--- src/rtl/floyd_warshall_kernel_pkg.sv ---
// Shared types and constants for the banked Floyd-Warshall kernel.
// Maps a matrix (row, col) onto its row-block bank and in-bank address.
package floyd_warshall_kernel_pkg;

    localparam int N        = 64;
    localparam int DATA_WID = 32;
    localparam int BANKS    = 4;
    localparam int BANK_AW  = 10;
    localparam int BANK_SW  = $clog2(BANKS);

    typedef enum logic [2:0] {
        S_IDLE,
        S_RD_IK,
        S_LD_IK,
        S_RD,
        S_CMP,
        S_WR,
        S_DONE
    } fw_state_e;

    typedef struct packed {
        logic [BANK_SW-1:0] bank;
        logic [BANK_AW-1:0] addr;
    } bank_loc_t;

    function automatic bank_loc_t map_rc(input int row, input int col, input int n);
        bank_loc_t loc;
        int        rows_per_bank;
        rows_per_bank = n / BANKS;
        loc.bank      = BANK_SW'(row / rows_per_bank);
        loc.addr      = BANK_AW'((row % rows_per_bank) * n + col);
        return loc;
    endfunction

endpackage

--- src/rtl/floyd_bank_mux.sv ---
// Steers the row-i request (port 0) and row-k request (port 1) onto the bank RAM ports
// and returns the read data of both rows to the datapath.
module floyd_bank_mux
    import floyd_warshall_kernel_pkg::*;
(
    input  logic                i_ce_i,
    input  logic                i_we_i,
    input  bank_loc_t           i_loc_i,
    input  logic [DATA_WID-1:0] i_d_i,
    input  logic                i_ce_k,
    input  bank_loc_t           i_loc_k,
    input  logic [DATA_WID-1:0] i_q [BANKS][2],
    output logic [BANK_AW-1:0]  o_addr [BANKS][2],
    output logic                o_ce [BANKS][2],
    output logic                o_we [BANKS][2],
    output logic [DATA_WID-1:0] o_d [BANKS][2],
    output logic [DATA_WID-1:0] o_q_i,
    output logic [DATA_WID-1:0] o_q_k
);

    // Unselected ports are driven fully to zero so idle banks show no activity.
    always_comb begin
        for (int b = 0; b < BANKS; b++) begin
            o_ce[b][0]   = i_ce_i && (i_loc_i.bank == BANK_SW'(b));
            o_we[b][0]   = i_ce_i && i_we_i && (i_loc_i.bank == BANK_SW'(b));
            o_addr[b][0] = (i_ce_i && (i_loc_i.bank == BANK_SW'(b))) ? i_loc_i.addr : '0;
            o_d[b][0]    = (i_ce_i && i_we_i && (i_loc_i.bank == BANK_SW'(b))) ? i_d_i : '0;
            o_ce[b][1]   = i_ce_k && (i_loc_k.bank == BANK_SW'(b));
            o_we[b][1]   = 1'b0;
            o_addr[b][1] = (i_ce_k && (i_loc_k.bank == BANK_SW'(b))) ? i_loc_k.addr : '0;
            o_d[b][1]    = '0;
        end
    end

    assign o_q_i = i_q[i_loc_i.bank][0];
    assign o_q_k = i_q[i_loc_k.bank][1];

endmodule

--- src/rtl/floyd_warshall_kernel.sv ---
// In-place Floyd-Warshall over an N x N signed matrix held in banked dual-port RAM.
// Each (i,j) element takes three cycles: read, compare, conditional write.
module floyd_warshall_kernel
    import floyd_warshall_kernel_pkg::*;
#(
    parameter int N = floyd_warshall_kernel_pkg::N
) (
    input  logic                ap_clk,
    input  logic                ap_rst,
    input  logic                ap_start,
    output logic                ap_done,
    output logic                ap_idle,
    output logic                ap_ready,
    output logic [BANK_AW-1:0]  path_0_address0,
    output logic                path_0_ce0,
    output logic                path_0_we0,
    output logic [DATA_WID-1:0] path_0_d0,
    input  logic [DATA_WID-1:0] path_0_q0,
    output logic [BANK_AW-1:0]  path_0_address1,
    output logic                path_0_ce1,
    output logic                path_0_we1,
    output logic [DATA_WID-1:0] path_0_d1,
    input  logic [DATA_WID-1:0] path_0_q1,
    output logic [BANK_AW-1:0]  path_1_address0,
    output logic                path_1_ce0,
    output logic                path_1_we0,
    output logic [DATA_WID-1:0] path_1_d0,
    input  logic [DATA_WID-1:0] path_1_q0,
    output logic [BANK_AW-1:0]  path_1_address1,
    output logic                path_1_ce1,
    output logic                path_1_we1,
    output logic [DATA_WID-1:0] path_1_d1,
    input  logic [DATA_WID-1:0] path_1_q1,
    output logic [BANK_AW-1:0]  path_2_address0,
    output logic                path_2_ce0,
    output logic                path_2_we0,
    output logic [DATA_WID-1:0] path_2_d0,
    input  logic [DATA_WID-1:0] path_2_q0,
    output logic [BANK_AW-1:0]  path_2_address1,
    output logic                path_2_ce1,
    output logic                path_2_we1,
    output logic [DATA_WID-1:0] path_2_d1,
    input  logic [DATA_WID-1:0] path_2_q1,
    output logic [BANK_AW-1:0]  path_3_address0,
    output logic                path_3_ce0,
    output logic                path_3_we0,
    output logic [DATA_WID-1:0] path_3_d0,
    input  logic [DATA_WID-1:0] path_3_q0,
    output logic [BANK_AW-1:0]  path_3_address1,
    output logic                path_3_ce1,
    output logic                path_3_we1,
    output logic [DATA_WID-1:0] path_3_d1,
    input  logic [DATA_WID-1:0] path_3_q1
);

    localparam int              CW   = $clog2(N);
    localparam logic [CW-1:0]   LAST = CW'(N - 1);

    fw_state_e           r_state;
    logic [CW-1:0]       r_k, r_i, r_j;
    logic [DATA_WID-1:0] r_ik, r_d;
    logic                r_ce_i, r_we_i, r_ce_k, r_fin, r_done, r_idle;
    bank_loc_t           r_loc_i, r_loc_k;

    logic [DATA_WID-1:0] w_q_i, w_q_k, w_s;
    logic                w_lt;
    bank_loc_t           w_loc_ik, w_loc_ij, w_loc_kj;
    logic [BANK_AW-1:0]  w_addr [BANKS][2];
    logic                w_ce [BANKS][2];
    logic                w_we [BANKS][2];
    logic [DATA_WID-1:0] w_d [BANKS][2];
    logic [DATA_WID-1:0] w_q [BANKS][2];

    assign w_loc_ik = map_rc(int'(r_i), int'(r_k), N);
    assign w_loc_ij = map_rc(int'(r_i), int'(r_j), N);
    assign w_loc_kj = map_rc(int'(r_k), int'(r_j), N);
    assign w_s      = r_ik + w_q_k;
    assign w_lt     = $signed(w_s) < $signed(w_q_i);

    // Block handshake: ap_start is sampled only in IDLE; ap_done and ap_ready pulse together
    // for the single DONE cycle; ap_idle is low from the accepting edge until DONE retires.
    always_ff @(posedge ap_clk or posedge ap_rst) begin
        if (ap_rst) begin
            r_state <= S_IDLE;
            r_k     <= '0;
            r_i     <= '0;
            r_j     <= '0;
            r_ik    <= '0;
            r_d     <= '0;
            r_ce_i  <= 1'b0;
            r_we_i  <= 1'b0;
            r_ce_k  <= 1'b0;
            r_loc_i <= '0;
            r_loc_k <= '0;
            r_fin   <= 1'b0;
            r_done  <= 1'b0;
            r_idle  <= 1'b1;
        end else begin
            r_ce_i <= 1'b0;
            r_we_i <= 1'b0;
            r_ce_k <= 1'b0;
            r_done <= 1'b0;
            case (r_state)
                S_IDLE: begin
                    if (ap_start) begin
                        r_k     <= '0;
                        r_i     <= '0;
                        r_j     <= '0;
                        r_fin   <= 1'b0;
                        r_idle  <= 1'b0;
                        r_ce_i  <= 1'b1;
                        r_loc_i <= map_rc(0, 0, N);
                        r_state <= S_RD_IK;
                    end
                end
                S_RD_IK: r_state <= S_LD_IK;
                S_LD_IK: begin
                    r_ik    <= w_q_i;
                    r_ce_i  <= 1'b1;
                    r_ce_k  <= 1'b1;
                    r_loc_i <= w_loc_ij;
                    r_loc_k <= w_loc_kj;
                    r_state <= S_RD;
                end
                S_RD: r_state <= S_CMP;
                S_CMP: begin
                    // Counters advance here so the next read address is ready when WR retires.
                    r_ce_i <= w_lt;
                    r_we_i <= w_lt;
                    r_d    <= w_s;
                    if (w_lt && (r_j == r_k)) begin
                        r_ik <= w_s;
                    end
                    r_j <= r_j + 1'b1;
                    if (r_j == LAST) begin
                        r_i <= r_i + 1'b1;
                        if (r_i == LAST) begin
                            r_k   <= r_k + 1'b1;
                            r_fin <= (r_k == LAST);
                        end
                    end
                    r_state <= S_WR;
                end
                S_WR: begin
                    if (r_fin) begin
                        r_done  <= 1'b1;
                        r_state <= S_DONE;
                    end else if (r_j == '0) begin
                        r_ce_i  <= 1'b1;
                        r_loc_i <= w_loc_ik;
                        r_state <= S_RD_IK;
                    end else begin
                        r_ce_i  <= 1'b1;
                        r_ce_k  <= 1'b1;
                        r_loc_i <= w_loc_ij;
                        r_loc_k <= w_loc_kj;
                        r_state <= S_RD;
                    end
                end
                S_DONE: begin
                    r_idle  <= 1'b1;
                    r_state <= S_IDLE;
                end
                default: r_state <= S_IDLE;
            endcase
        end
    end

    assign ap_done  = r_done;
    assign ap_ready = r_done;
    assign ap_idle  = r_idle;

    floyd_bank_mux u_mux (
        .i_ce_i  (r_ce_i),
        .i_we_i  (r_we_i),
        .i_loc_i (r_loc_i),
        .i_d_i   (r_d),
        .i_ce_k  (r_ce_k),
        .i_loc_k (r_loc_k),
        .i_q     (w_q),
        .o_addr  (w_addr),
        .o_ce    (w_ce),
        .o_we    (w_we),
        .o_d     (w_d),
        .o_q_i   (w_q_i),
        .o_q_k   (w_q_k)
    );

    assign w_q[0][0] = path_0_q0;
    assign w_q[0][1] = path_0_q1;
    assign w_q[1][0] = path_1_q0;
    assign w_q[1][1] = path_1_q1;
    assign w_q[2][0] = path_2_q0;
    assign w_q[2][1] = path_2_q1;
    assign w_q[3][0] = path_3_q0;
    assign w_q[3][1] = path_3_q1;

    assign path_0_address0 = w_addr[0][0];
    assign path_0_ce0      = w_ce[0][0];
    assign path_0_we0      = w_we[0][0];
    assign path_0_d0       = w_d[0][0];
    assign path_0_address1 = w_addr[0][1];
    assign path_0_ce1      = w_ce[0][1];
    assign path_0_we1      = w_we[0][1];
    assign path_0_d1       = w_d[0][1];
    assign path_1_address0 = w_addr[1][0];
    assign path_1_ce0      = w_ce[1][0];
    assign path_1_we0      = w_we[1][0];
    assign path_1_d0       = w_d[1][0];
    assign path_1_address1 = w_addr[1][1];
    assign path_1_ce1      = w_ce[1][1];
    assign path_1_we1      = w_we[1][1];
    assign path_1_d1       = w_d[1][1];
    assign path_2_address0 = w_addr[2][0];
    assign path_2_ce0      = w_ce[2][0];
    assign path_2_we0      = w_we[2][0];
    assign path_2_d0       = w_d[2][0];
    assign path_2_address1 = w_addr[2][1];
    assign path_2_ce1      = w_ce[2][1];
    assign path_2_we1      = w_we[2][1];
    assign path_2_d1       = w_d[2][1];
    assign path_3_address0 = w_addr[3][0];
    assign path_3_ce0      = w_ce[3][0];
    assign path_3_we0      = w_we[3][0];
    assign path_3_d0       = w_d[3][0];
    assign path_3_address1 = w_addr[3][1];
    assign path_3_ce1      = w_ce[3][1];
    assign path_3_we1      = w_we[3][1];
    assign path_3_d1       = w_d[3][1];

endmodule

--- config.mk ---
export PLATFORM = sky130hd
export DESIGN_NAME = floyd_warshall_kernel
export DESIGN_NICKNAME = d
export VERILOG_FILES = /design/src/rtl/floyd_warshall_kernel_pkg.sv /design/src/rtl/floyd_bank_mux.sv /design/src/rtl/floyd_warshall_kernel.sv
export SDC_FILE = /design/constraint.sdc
export NUM_CORES = 1
export LEC_CHECK = 0
export ABC_CLOCK_PERIOD_IN_PS = 5700
export CORE_AREA = 2 2 236 238
export CTS_CLUSTER_DIAMETER = 100
export DETAILED_ROUTE_END_ITERATION = 8
export DIE_AREA = 0 0 238 240
export DONT_BUFFER_PORTS = 1
export HOLD_SLACK_MARGIN = 0.06
export PLACE_DENSITY_LB_ADDON = 0.05
export SLEW_MARGIN = 25
export SYNTH_ARGS = -nofsm -noshare
export SYNTH_HDL_FRONTEND = slang
export SYNTH_HIERARCHICAL = 1
export SYNTH_SLANG_ARGS = --single-unit
--- constraint.sdc ---
create_clock -name ap_clk -period 5.7 [get_ports ap_clk]
set_input_delay 0.285 -clock ap_clk [delete_from_list [all_inputs] [get_ports ap_clk]]
set_output_delay 0.285 -clock ap_clk [all_outputs]
set_load 0.03 [all_outputs]
* Word level (Yosys, flattened, before mapping)
Index checks and enable logic that the tools add are counted.
** Cells by class
- Add/sub/neg operators :: 7
- Order comparisons :: 3
- Equality and inequality tests :: 22
- Multiplexer cells :: 52
- Bitwise gates (word level) :: 2
- Reduce and logical (&&, ||, !) cells :: 30
** Operators with widths (count)
- $bmux W64 S2 :: 2
- $mux W32 :: 7
- $mux W64 :: 2
- $mux W10 :: 9
- $pmux W32 S2 :: 1
- $mux W12 :: 4
- $pmux W12 S3 :: 1
- $pmux W6 S2 :: 3
- $add A32 B32 Y32 :: 1
- $lt A32 B32 Y1 :: 1
- $add A10 B6 Y10 :: 3
- $mux W6 :: 4
- $pmux W12 S2 :: 1
- $add A6 B1 Y6 const B :: 3
- $eq A6 B6 Y1 const B :: 3
- $pmux W3 S6 :: 1
- $logic_and A1 B1 Y1 :: 14
- $ne A2 B2 Y1 const B :: 6
- $mux W1 :: 10
- $eq A3 B3 Y1 const B :: 3
- $reduce_and A3 Y1 :: 3
- $eq A2 B2 Y1 const B :: 4
- $reduce_bool A2 Y1 :: 4
- $eq A3 B2 Y1 const B :: 2
- other kinds (15) :: 24
** Storage, ports and cells
- Flip-flop bits (word level) :: 115
- Bits of input ports :: 259

* Depth between registers and ports, before layout
- Depth after elaboration :: 9
- Depth in mapped cells :: 25
- Depth with buffers taken out :: 21

* Cells and area by module
Netlist, hierarchy kept.
** Modules (own cells, without submodules)
- floyd_warshall_kernel :: times used 1, cells an instance 885, area each 7654.8 sq um
- floyd_bank_mux :: times used 1, cells an instance 529, area each 3963.8 sq um

* Worst setup path after synthesis
No wires, ideal clock.
- Kind :: register to register
- Start :: register r_loc_k[10] (netlist bit)
- End :: register r_ik[12]
- Setup time :: 127 ps
- Arrival :: 5080 ps
- Path slack :: 492 ps
- Stages on the path, launching flop included :: 22
- Clock period less this slack :: 5208 ps
- Path through :: dfrtp_1 buf_6 buf_8 mux4_2 ha_1 inv_1 fa_1 nor2b_1 o2111ai_1 a21o_1 a2111oi_1 o221ai_1 a21oi_1 xor2_1 ha_1 nand4_1 or4_1 a2111oi_4 nor4_2 a221oi_4 buf_6 mux2_1
** On the way
- Longest elaborated chain between the ends :: 9
- Elaborated cells on any way between the ends :: 11
- Classes of those cells :: add/sub: 1; order compare: 1; eq/ne: 1; mux: 5; bitwise: 1; reduce/logical: 2
** Ends and longest elaborated chain
- start, declared :: line floyd_warshall_kernel.sv:63 : bank_loc_t r_loc_i, r_loc_k;
- start signal, assigned :: line floyd_warshall_kernel.sv:122 : r_loc_k <= w_loc_kj;
- start signal, assigned :: line floyd_warshall_kernel.sv:156 : r_loc_k <= w_loc_kj;
- $not A2 Y3 (implied by the code) :: line floyd_bank_mux.sv:36 : assign o_q_k = i_q[i_loc_k.bank][1];
- $bmux W64 S2 :: line floyd_bank_mux.sv:36
- $mux W32 (implied by the code) (2 in a row) :: line floyd_bank_mux.sv:36
- net w_q_k[0] :: line floyd_warshall_kernel.sv:65 : logic [DATA_WID-1:0] w_q_i, w_q_k, w_s;
- $add A32 B32 Y32 :: line floyd_warshall_kernel.sv:77 : assign w_s = r_ik + w_q_k;
- net w_s[30] :: line floyd_warshall_kernel.sv:65
- $lt A32 B32 Y1 :: line floyd_warshall_kernel.sv:78 : assign w_lt = $signed(w_s) < $signed(w_q_i);
- $logic_and A1 B1 Y1 :: line floyd_warshall_kernel.sv:131 : if (w_lt && (r_j == r_k)) begin
- $ne A2 B2 Y1 (no line)
- $reduce_and A2 Y1 (no line)
- end signal, assigned :: line floyd_warshall_kernel.sv:118 : r_ik <= w_q_i;
- end signal, assigned :: line floyd_warshall_kernel.sv:132 : r_ik <= w_s;
- end, declared :: line floyd_warshall_kernel.sv:61 : logic [DATA_WID-1:0] r_ik, r_d;
The timed path passes the listed nets, and every way through them passes these cells. The select of a mux whose other input is x is not followed.
A chain may end at the register's enable or synchronous reset.

* Worst setup path in the final report
- Start :: register r_loc_k[10] (netlist bit)
- End :: register r_ik[26]
The elaborated chain is that of the path after synthesis.

==> impl_metrics.ini <==
[outcome]
status = finished with violations
violations = negative setup slack

[logic_synthesis]
yosys_warnings = 6
synth_cell_types = 72
yosys_most_used_dff = dfrtp_1
synthCells = 1414
seq_area_frac_synth_pct = 24.8
syn_area_per_cell_um2 = 8.22
synth-edff-count = 0
synthArstFlopShare_pct = 100
synth-seq-cells = 115
netlist_area_um2 = 11600

[route]
drt_iter0_markers = 460
detail-route-antenna-nets = 0
first_pass_iters = 4
finalWirelength_um = 47600
drc = 0
wl_met1_um = 20500
wl_per_cell_um = 22.1
via_per_inst = 4.62
topRoutingLayerUsed = met4
dr_wl_met3_um = 2020
num_vias = 9957
met2_length_um = 24400

[floorplanning]
die_h_um = 240
rows = 86
die_area_um2 = 57100
start_util_pct = 21.3
core_area_um2 = 54700
io_pins = 614
die-width_um = 238

[cts]
insertion_delay_ns = 0.42
cts_buffers = 17
cts_max_level = 4
cts_buffer_depth = 2
cts.sinks = 115
clk_pin_slew_worst_paths_ns = 0.06
tritoncts = yes
cts-root-buf = clkbuf_16

[sta]
timing.hold.ws_ns = 0.0970
fmax_ghz = 0.175
finalHoldViolCount = 0
fin_ws_ns = -0.0294
finalClockSkew_ns = 0.0143
rsz0062_at_grt = yes
final.period_utilization_pct = 101
setup_violations = 6
setup-tns-final_ns = -0.0760
worst_pin_slew_ns = 0.887
slew_violations = 0
slew_headroom_pct = 40.9
fin_crit_ns = 5.73

[global_routing]
grt_overflow = 0
antenna_found_initial = 1
grt_pass1_vias = 9653
grt_pass1_wl_um = 66500
grt_usage_pct = 16.0
grt_max_degree = 50

[power]
power_density_nw_per_um2 = 485
peakVddDrop_mv = 0.191
p_leak_nw = 5.69
finalPower_w = 0.00637

[worst_setup_path]
worstPathArrival_ns = 6.04
critical_path_class = reg2reg
crit_fanout = 12
cp_slowest_cell = or4_4
crit_top_cell = a21o_1
critPathBufInv = 6
end_kind = register
critPathLaunchType = register
critPathRequiredTime_ns = 6.01
path_cells = buf_12 > mux4_2 > ha_1 > buf_4 > a21o_1 > a21oi_1 > a21o_1 > a31o_2 > o21ai_0 > a31oi_1 > xor2_1 > inv_1 > ha_1 > nand4_1 > or4_4 > a2111oi_4 > nor4_4 > a221oi_4 > buf_6 > buf_12 > buf_6 > a211oi_2 > a21o_1
crit_family = compound AO/OA/AOI/OAI gates
slowest_delay_ns = 0.60

[placed_design]
place_congestion = 0.796
hpwl_um = 37700
io_buffers = 0
place_area_um2 = 12100

[layout]
layout_commonest_cell = nor2_1
fillers = 5951
diodes = 0
fin_util_pct = 24.0
stdcell_area_um2 = 13100
syn2layout_area_growth_pct = 12.9
final_cell_mix = nor2_1 (274), nand2_1 (161), conb_1 (132), dfrtp_1 (109), buf_4 (75)
nNetsFinal = 1764
final_layout_size_suffix_gt1_share_pct = 17.9

[min_path]
holdCritPathClass = in2reg

[flow_run]
maxCapViolCount = 0
report_power, final:
group,switching (W),internal [W],total [W]
logic,0.00223,0.00158,0.00382
clock network,0.000411,0.000685,0.00110
registers,0.000344,0.00111,0.00145
state kept, by name (all words and copies together), names as in the netlist, 3 cells and up:
signal   flops
r_loc_i     12
r_k          6
r_state      3
r_i          6
r_ik        32
r_loc_k     12
r_d         32
r_j          6
area by class of cell:
cell class / instances / area (µm²) / share of cell area (%)
timing repair buffer: 95 / 862 / 6.57
inverter: 57 / 216 / 1.65
clock inverter: 9 / 104 / 0.791
multi-input combinational: 1152 / 7690 / 58.6
sequential: 115 / 2890 / 22.0
clock buffer: 22 / 484 / 3.69
tap: 704 / 881 / 6.71
synthesized netlist by cell type (5+ instances only):
master    count  area share (%)
o21ai_1       6            0.26
nor3_1       18            0.78
dfrtp_1     114              25
or3_1         6            0.32
a211oi_1     12            0.78
and2_1        8            0.43
clkbuf_1     27            0.87
a221oi_1      7            0.53
mux2_2       15             1.5
nand3_1      56             2.4
o21ai_0      51             2.2
o31ai_1       6            0.39
and3_1        6            0.32
xnor2_1      24             1.8
inv_1        57             1.8
xor2_1       17             1.3
a21oi_1      71             3.1
nor2_1      274             8.9
nor2_2       10            0.54
nand2_1     164             5.3
buf_4       137             8.9
ha_1         66             7.1
buf_6         9            0.87
a21o_1       41             2.6
nand2b_1      7            0.38
buf_2        39             1.7
nand4_1      16            0.86
buf_12        5            0.86
mux4_2       61              12
mux2i_1       7            0.60
o211ai_1      7            0.45
a31oi_1       7            0.38
tightest hold or removal path, delay by kind of cell:
| kind | cells | cell delay, ns |
|---|---|---|
| compound gates | 1 | 0.13 |
| simple gates | 2 | 0.08 |
worst paths after layout:
check | slack (ns) | endpoint | startpoint | depth (start not counted)
max | -0.03 | r_ik[26] | r_loc_k[10] | 23
max reg2reg | -0.03 | r_ik[26] | r_loc_k[10] | 23
max in group asynchronous | 4.21 | r_ce_i | ap_rst | 3
min reg2reg | 0.47 | r_d[4] | r_d[4] | 1
min | 0.1 | ap_idle | ap_start | 3
min in group asynchronous | 0.40 | r_ik[5] | ap_rst | 2
logic make-up after synthesis:
kind of cell	count (synthesis)	synth area share, %
other cells	1	0.0323
simple gates	584	21.5
buf+inv	278	15.2
fa+ha+maj	67	7.28
compound gates	239	13.3
mux	89	14.9
flops	115	24.8
xor+xnor	41	3.09
metrics by stage:
stage | worst slack, ns | instances
final | -0.0294 | 2154
after global routing | -0.322 | 2154
after CTS | -0.0532 | 2139
after detailed placement | -0.122 | 2107
after global placement | -0.0836 | 2107
after floorplan | 0.492 | 1545
metal layers:
metal | vias up | GRT usage [%]
li1 | 4679 | -
met1 | 4807 | 19.8
met2 | 441 | 29.4
met3 | 30 | 1.92
met4 | 0 | 3.71
met5 | - | 0
what timing repair did:
action | 4_1_cts | 5_1_grt
hold buffers | 1 | 0
buffers inserted | 0 | 15
setup endpoints to repair | 32 | 32
cloned | 0 | 1
pin swaps | 4 | 4
hold endpoints to repair | 31 | 0
gates resized for setup | 5 | 39
(Power assumes the default switching activity.)
